`config.mk`:
```
export PLATFORM = sky130hd
export DESIGN_NAME = victim_tag_store
export DESIGN_NICKNAME = d
export VERILOG_FILES = /design/src/rtl/victim_pkg.sv /design/src/rtl/prio_enc8_3.sv /design/src/rtl/victim_tag_store.sv
export SDC_FILE = /design/constraint.sdc
export NUM_CORES = 1
export LEC_CHECK = 0
export BUFFER_PORTS_ARGS = -buffer_cell sky130_fd_sc_hd__clkbuf_2
export CORE_MARGIN = 4
export CORE_UTILIZATION = 60
export CTS_CLUSTER_SIZE = 8
export DETAILED_ROUTE_END_ITERATION = 16
export PLACE_DENSITY = 0.81
export SKIP_CTS_REPAIR_TIMING = 1
export SYNTH_ARGS = -nofsm -noshare
export SYNTH_HDL_FRONTEND = slang
export SYNTH_SLANG_ARGS = --single-unit
```
`constraint.sdc`:
```
create_clock -name clk -period 6.95 [get_ports clk]
set_input_delay 0 -clock clk [delete_from_list [all_inputs] [get_ports clk]]
set_output_delay 0 -clock clk [all_outputs]
set_load 0.01 [all_outputs]
```
`src/rtl/victim_pkg.sv`:
```
// Shared sizing and helpers for the victim-cache tag store.
package victim_pkg;

  localparam int NUM_ENTRIES   = 8;
  localparam int IDX_W         = 3;
  localparam int DEFAULT_TAG_W = 8;

  function automatic logic [3:0] popcount8(input logic [NUM_ENTRIES-1:0] v);
    logic [3:0] sum;
    sum = 4'd0;
    for (int i = 0; i < NUM_ENTRIES; i++) begin
      sum = sum + {3'b000, v[i]};
    end
    return sum;
  endfunction

endpackage

```
`src/rtl/prio_enc8_3.sv`:
```
// Lowest-set-bit priority encoder: index of the lowest set request bit plus an any-set flag.
module prio_enc8_3
  import victim_pkg::*;
(
  input  logic [NUM_ENTRIES-1:0] req,
  output logic [IDX_W-1:0]       idx,
  output logic                   any
);

  // Scanning downward lets the lowest set bit be written last and win.
  always_comb begin
    idx = '0;
    any = 1'b0;
    for (int i = NUM_ENTRIES - 1; i >= 0; i--) begin
      if (req[i]) begin
        idx = IDX_W'(i);
        any = 1'b1;
      end
    end
  end

endmodule

```
`src/rtl/victim_tag_store.sv`:
```
// Eight-entry fully associative victim tag store with lowest-index hit select,
// lowest-free insert placement and round-robin replacement when full.
module victim_tag_store
  import victim_pkg::*;
#(
  parameter int TAG_W = DEFAULT_TAG_W
) (
  input  logic             clk,
  input  logic             reset,
  input  logic             lookup_valid,
  input  logic [TAG_W-1:0] lookup_tag,
  input  logic             lookup_take,
  input  logic             insert_valid,
  input  logic [TAG_W-1:0] insert_tag,
  output logic             hit_valid,
  output logic             hit,
  output logic [IDX_W-1:0] hit_sel,
  output logic             evict_valid,
  output logic [TAG_W-1:0] evict_tag,
  output logic [3:0]       count,
  output logic             full
);

  logic [NUM_ENTRIES-1:0] valid;
  logic [TAG_W-1:0]       tags [NUM_ENTRIES];
  logic [IDX_W-1:0]       rr_ptr;

  logic [NUM_ENTRIES-1:0] match_vec;
  logic [NUM_ENTRIES-1:0] dup_vec;
  logic [IDX_W-1:0]       hit_idx;
  logic                   any_hit;
  logic [IDX_W-1:0]       free_idx;
  logic                   any_free;

  logic                   take_do;
  logic                   ins_do;
  logic                   ins_evict;
  logic [IDX_W-1:0]       ins_idx;
  logic [NUM_ENTRIES-1:0] valid_nxt;

  always_comb begin
    match_vec = '0;
    dup_vec   = '0;
    for (int i = 0; i < NUM_ENTRIES; i++) begin
      match_vec[i] = valid[i] && (tags[i] == lookup_tag);
      dup_vec[i]   = valid[i] && (tags[i] == insert_tag);
    end
  end

  prio_enc8_3 u_hit_enc (
    .req (match_vec),
    .idx (hit_idx),
    .any (any_hit)
  );

  prio_enc8_3 u_free_enc (
    .req (~valid),
    .idx (free_idx),
    .any (any_free)
  );

  // All decisions use pre-edge state; an insert into the slot being taken wins.
  always_comb begin
    take_do   = lookup_valid && lookup_take && any_hit;
    ins_do    = insert_valid && !(|dup_vec);
    ins_evict = ins_do && !any_free;
    ins_idx   = any_free ? free_idx : rr_ptr;
    valid_nxt = valid;
    if (take_do) valid_nxt[hit_idx] = 1'b0;
    if (ins_do)  valid_nxt[ins_idx] = 1'b1;
  end

  always_ff @(posedge clk or posedge reset) begin
    if (reset) begin
      valid       <= '0;
      rr_ptr      <= '0;
      hit_valid   <= 1'b0;
      hit         <= 1'b0;
      hit_sel     <= '0;
      evict_valid <= 1'b0;
      evict_tag   <= '0;
      count       <= 4'd0;
      full        <= 1'b0;
    end else begin
      valid       <= valid_nxt;
      count       <= popcount8(valid_nxt);
      full        <= &valid_nxt;
      hit_valid   <= lookup_valid;
      hit         <= lookup_valid && any_hit;
      evict_valid <= ins_evict;
      if (lookup_valid) begin
        hit_sel <= any_hit ? hit_idx : '0;
      end
      if (ins_evict) begin
        evict_tag <= tags[rr_ptr];
        rr_ptr    <= rr_ptr + 3'd1;
      end
    end
  end

  // Tag payload is qualified by valid, so it carries no reset.
  always_ff @(posedge clk) begin
    if (ins_do) begin
      tags[ins_idx] <= insert_tag;
    end
  end

endmodule

```
; ---- Yosys cells after proc, flatten, opt, wreduce, memory -nomap -nowiden
; Memory sizes are Yosys's and may differ from the RTL's. A register that Yosys moved wholly into a read port is not among the register bits.
; Cells that the tools add are included.
[word_totals]
reg_bits = 22
ram_bits = 64
input_bits = 21
output_inout_bits = 19
wordCells = 110
memories = 1
[memory_table]
columns = memory, words, width, read_ports, rd_ports_with_merged_regs, write_ports, line
row1 = tags, 8, 8, 9, 1, 1, victim_tag_store.sv:25  ; logic [TAG_W-1:0] tags [NUM_ENTRIES];
[classes]
n_addsub = 8
n_lt_le_gt_ge = 4
eq_ne = 16
muxes = 42
bitwise_logic = 4
reduce_logical = 27
[ops]
columns = op, count
row1 = 8-bit equality test, 16
row2 = 3-bit two-way mux, 18
row3 = 1-bit logical AND, 23
row4 = 1-bit two-way mux, 20
row5 = 4-bit by 1-bit adder with 4-bit output, 4
row6 = 8-bit two-way mux, 2
row7 = 8-bit inverter, 2
row8 = 8-bit bitwise AND, 1
row9 = "3-bit by 4-bit less-than comparator with 1-bit output, second input constant", 2
row10 = 8-bit bitwise OR, 1
row11 = 8-bit AND reduction, 1
row12 = 8-bit OR reduction, 1
row13 = 1-bit demux with 3-bit select, 2
row14 = "3-bit by 1-bit greater-or-equal comparator with 1-bit output, second input constant", 2
row15 = 3-bit by 1-bit adder with 4-bit output, 1
row16 = 2-bit by 1-bit adder with 3-bit output, 1
row17 = "3-bit by 1-bit adder with 3-bit output, second input constant", 1
row18 = 1-bit by 1-bit adder with 2-bit output, 1
row19 = 1-bit zero test, 2

; ---- Depth between registers and ports, before layout
[logic_depth]
word_depth = 26
depth_mapped = 18
mapped_depth_nobuf = 16

; ---- Hierarchy
; From an unflattened synthesis, not the netlist that was laid out.
[unflattened]
cells_unflattened = 470
hier_area_um2 = 5617.9
[by_module_without_submodules]
columns = module, instances, cells_per_inst, area_per_inst_um2, seq_area_each_um2
row1 = victim_tag_store, 1, 444, 5457.7, 2672.6
row2 = prio_enc8_3, 2, 13, 80.1, 0.0

; ---- Worst setup path before layout
; Ideal clock, no wire load.
[synth_timing]
path_type = reg-to-reg
startpoint = register rr_ptr[2]
endpoint = register count[2]
setup_time_ps = 122
t_arrival_ps = 4283
required_time_ps = 6828
path_slack_ps = 2545
path_stages_with_launch = 14
n_path_buf = 1
period_less_slack_ps = 4405
cell_sequence = dfrtp_1 buf_1 o21bai_1 nor2b_1 nor2b_1 a21o_1 fa_1 inv_1 fa_1 fa_1 inv_1 ha_1 fa_1 xor2_1
[synth_between]
elab_chain_cells = 14
word_cells_on_any_way = 15
cone_classes = 7 x add/sub / 2 x order compare / 4 x mux / 1 x bitwise / 1 x reduce/logical
[synth_rtl]
columns = item, line
row1 = from (decl), victim_tag_store.sv:26  ; logic [IDX_W-1:0] rr_ptr;
row2 = from (signal assigned), victim_tag_store.sv:96  ; rr_ptr <= rr_ptr + 3'd1;
row3 = 3-bit two-way mux *, victim_tag_store.sv:67  ; ins_idx = any_free ? free_idx : rr_ptr;
row4 = 3-bit by 4-bit less-than comparator with 1-bit output (implied by the code) / 3-bit by 1-bit greater-or-equal comparator with 1-bit output (equally long branches), victim_tag_store.sv:70  ; if (ins_do) valid_nxt[ins_idx] = 1'b1;
row5 = 1-bit logical AND (implied by the code), victim_tag_store.sv:70
row6 = 1-bit two-way mux (implied by the code), victim_tag_store.sv:70
row7 = 1-bit demux with 3-bit select *, victim_tag_store.sv:70
row8 = 8-bit bitwise OR (no line) *, n/a
row9 = 8-bit two-way mux *, victim_tag_store.sv:70
row10 = net valid_nxt[1], victim_tag_store.sv:39  ; logic [NUM_ENTRIES-1:0] valid_nxt;
row11 = 1-bit by 1-bit adder with 2-bit output *, victim_pkg.sv:12  ; sum = sum + {3'b000, v[i]};
row12 = 2-bit by 1-bit adder with 3-bit output *, victim_pkg.sv:12
row13 = 3-bit by 1-bit adder with 4-bit output *, victim_pkg.sv:12
row14 = 4-bit by 1-bit adder with 4-bit output * (4 in series), victim_pkg.sv:12
row15 = to (signal assigned), victim_tag_store.sv:86  ; count <= popcount8(valid_nxt);
row16 = to (decl), victim_tag_store.sv:20  ; output logic [3:0] count,
; Mark *: on every way through the listed nets, which the timed path passes. The rest lies on a longest branch.
; A chain may end at the register's enable or synchronous reset.

==> summary.md <==
| Metric | Value |
|---|---|
| Status | finished, final reports clean |
| Placed inst area | approximately 0.0057 mm2 |
| Yosys top cell area share | 34.77% |
| Clock transition at path regs | approximately 0.1 ns |
| Worst hold path class | in -> reg |
| Horiz. Die Dim | 104.0 um |
| Pre-antenna DRT Iters | 5 |
| Max Clk Rate | 0.1917 GHz |
| Max-slew headroom | 27.49% |
| Pre-CTS setup slack | approximately 1.8 ns |
| Max cap viols | 0 |
| Final ANT Viol Nets | 0 |
| CP required | between 7 and 8 ns |
| Core region area | 0.008848 mm2 |
| Final Cycle Share | 75.08% |
| Power Dens Cells | ~460 mW/mm2 |
| Clk root buf | clkbuf_8 |
| Top_reg_cell synth | edfxtp_1 |
| Sw Ratio | about 43% |
| WHS | 0.07235 ns |
| Worst Tran Pin Value | 1.086 ns |
| Mapped Nets | 479 |
| Psw | 1.180 mW |
| CTS Buf Count | 9 |
| Combinational group share of total power | 48.0% |
| Async SR Flop Fraction | roughly a third |
| Share of cells above drive strength 1 | around 17% |
| Mapped Cells | ~450 |
| Placed wire-length estimate | 9996 um |
| Finished Cell Area | a little under 0.006 mm2 |
| Worst Slack Setup Final | 1.732 ns |
| Layout Nets | about 510 |
| Seq pwr share | 39.3% |
| Tot Pwr | ~2.7 mW |
| PortBufs | 39 |
| Pin count of the biggest net entering global routing | 31 |
| Fin crit period | between 5 and 6 ns |
| # setup viols final | 0 |
| First-pass GRT wire length | 21490 um |
| Commonest cells after routing, fill and taps aside | 79 x xor2_1, 64 x edfxtp_1, 52 x xnor2_1, 39 x clkbuf_2, 30 x dfrtp_1 |
| H-tree depth | 3 |
| Chip height | 104.0 um |
| Initial antenna violation count | 0 |
| Diodes inserted | 0 |
| Final core utilization | between 60% and 70% |
| Fin cells | 590 |
| #FFs+latches synth | 94 |
| Initial Util | between 60 and 70% |
| Setup_tns | 0 ns |
| Post-DR wirelength/cell | between 20 and 25 um |
| GPL Wtd Cong | 0.9569 |
| Synth top area cells | edfxtp_1 35%, dfrtp_1 14%, xor2_1 13% |
| Critical-path maximum fanout | 9 |
| Global Route Usage Sum | 26.00% |
| Number of distinct library cells after synthesis | 47 |
| Yosys warnings | 0 |
| Worst-Skew Late Latency | 0.38 ns |
| Mapped Area | between 0.005 and 0.006 mm2 |
| Clk pwr share | 12.7% |
| Leakage power | 2.194 nW |
| Residual DRC count | 0 |
| Post-synth EDFFs | 64 |
| Cell Rows | 34 |
| Ports | 40 |
| GR Overflow Total | 0 |
| Clock Sinks | 94 |
| Slew Limit Fails | 0 |
| Post-synth top area cell | edfxtp_1 |
| Worst Path Arrival | 5.49 ns |
| Synth-to-Final Area Change | 7.381% |
| DR vias/cell | roughly 6.3 |
| Clk_skew | around 0.014 ns |
| Seq/Total Area, Yosys | roughly 48% |
| RSZ-0062 raised after global routing | no |
| Hold Violations, Final | 0 |
| Setup crit start kind | flop |
| Commonest non-fill, non-tap cell in the layout | xor2_1 |
| Worst VDD drop | 191.3 uV |
| Inst Count DP | 572 |
| Element type at the critical path end | flop |
| TritonCTS clock tree | yes |
| Routed Wire Length | 13570 um |
| Critical path class | reg -> reg |
| Clk buf depth | 2 |
| Internal Power | 1.568 mW |
| Die ar. | 0.01081 mm2 |
| Starting DRC count in detailed routing | 360 |
| Post-Synthesis Mean Instance Area | 12.31 um2 |
| Vias in the first global route | 3905 |
| DR vias | approximately 3700 |
==> power by group through the flow <==
stage	sequential [mW]	clock (mW)	combinational (mW)
floorplan	1.03	0	0.988
global placement	1.08	0	1.25
detailed placement	1.09	0	1.31
CTS	1.07	0.349	1.32
global route	1.10	0.376	1.45
finish	1.08	0.350	1.32
==> final cells by class <==
class,instances,area (um2)
Clock buffer,11,141.4
Clock inverter,5,43.79
Fill cell,656,2914
Inverter,15,57.56
Multi-Input combinational cell,313,2646
Sequential cell,94,2673
Tap cell,108,135.1
Timing Repair Buffer,44,237.7
==> worst paths after layout <==
check	start	to	slack [ns]	cells after the start
min in group asynchronous	reset	hit_sel[1]	0.42	3
max reg2reg	tags[3][5]	count[2]	1.73	16
min	lookup_take	valid[1]	0.07	3
max in group asynchronous	reset	valid[5]	5.86	3
max	tags[3][5]	count[2]	1.73	16
min reg2reg	hit_sel[0]	hit_sel[0]	0.52	2
==> sequential cells by signal (all words and copies together) (netlist names) <==
| register | cells |
|---|---|
| count | 4 |
| hit_sel | 3 |
| tags | 64 |
| evict_valid | 1 |
| full | 1 |
| hit_valid | 1 |
| evict_tag | 8 |
| hit | 1 |
| rr_ptr | 3 |
| valid | 8 |
==> worst max-delay path, cell delays in order (launching register included) <==
cell and delay, ns:
edfxtp_1 0.47, xor2_1 0.21, nor4_1 0.35, nand3_1 0.13, o41ai_1 0.36, or3_1 0.44, nor2b_1 0.15, and3_1 0.40
nand2b_1 0.30, fa_1 0.50, inv_1 0.05, fa_1 0.47, fa_1 0.50, inv_1 0.05, ha_1 0.21, fa_1 0.38
xor2_1 0.15
==> metal layers <==
metal | track usage, % | share of wire (%) | vias up
met5 | 0 | 0 | -
met4 | 10.54 | 3.3 | 0
met3 | 4.469 | 7.8 | 33
met2 | 41.83 | 48 | 199
met1 | 35.24 | 41 | 1839
li1 | - | - | 1659
==> cells in the mapped netlist (3+ instances only) <==
cell	count
nor4_1	11
nand2b_1	5
nand2_1	11
mux4_2	16
ha_1	5
buf_2	13
nor2b_1	6
fa_1	4
and3_1	4
mux2i_1	9
clkbuf_1	4
o21ai_0	6
inv_1	13
nor2_1	13
buf_4	8
dfrtp_1	30
a21oi_1	11
nand4_1	20
or3_1	4
nor3_1	17
nor4_4	3
o211ai_1	3
xnor2_1	52
xor2_1	79
nand3_1	12
edfxtp_1	64
==> logic make-up after synthesis <==
family                     count (synthesis)  synth area share (%)
and+or+nand+nor                          112                 12.02
xor gates and xnor gates                 131                 20.76
DFF                                       94                 48.36
muxes                                     26                 8.354
AOI/OAI and AO/OA                         35                 4.075
buffers and inverters                     42                 3.849
adders and majority gates                  9                 2.581
No activity file was read; power rests on OpenSTA's default activity.
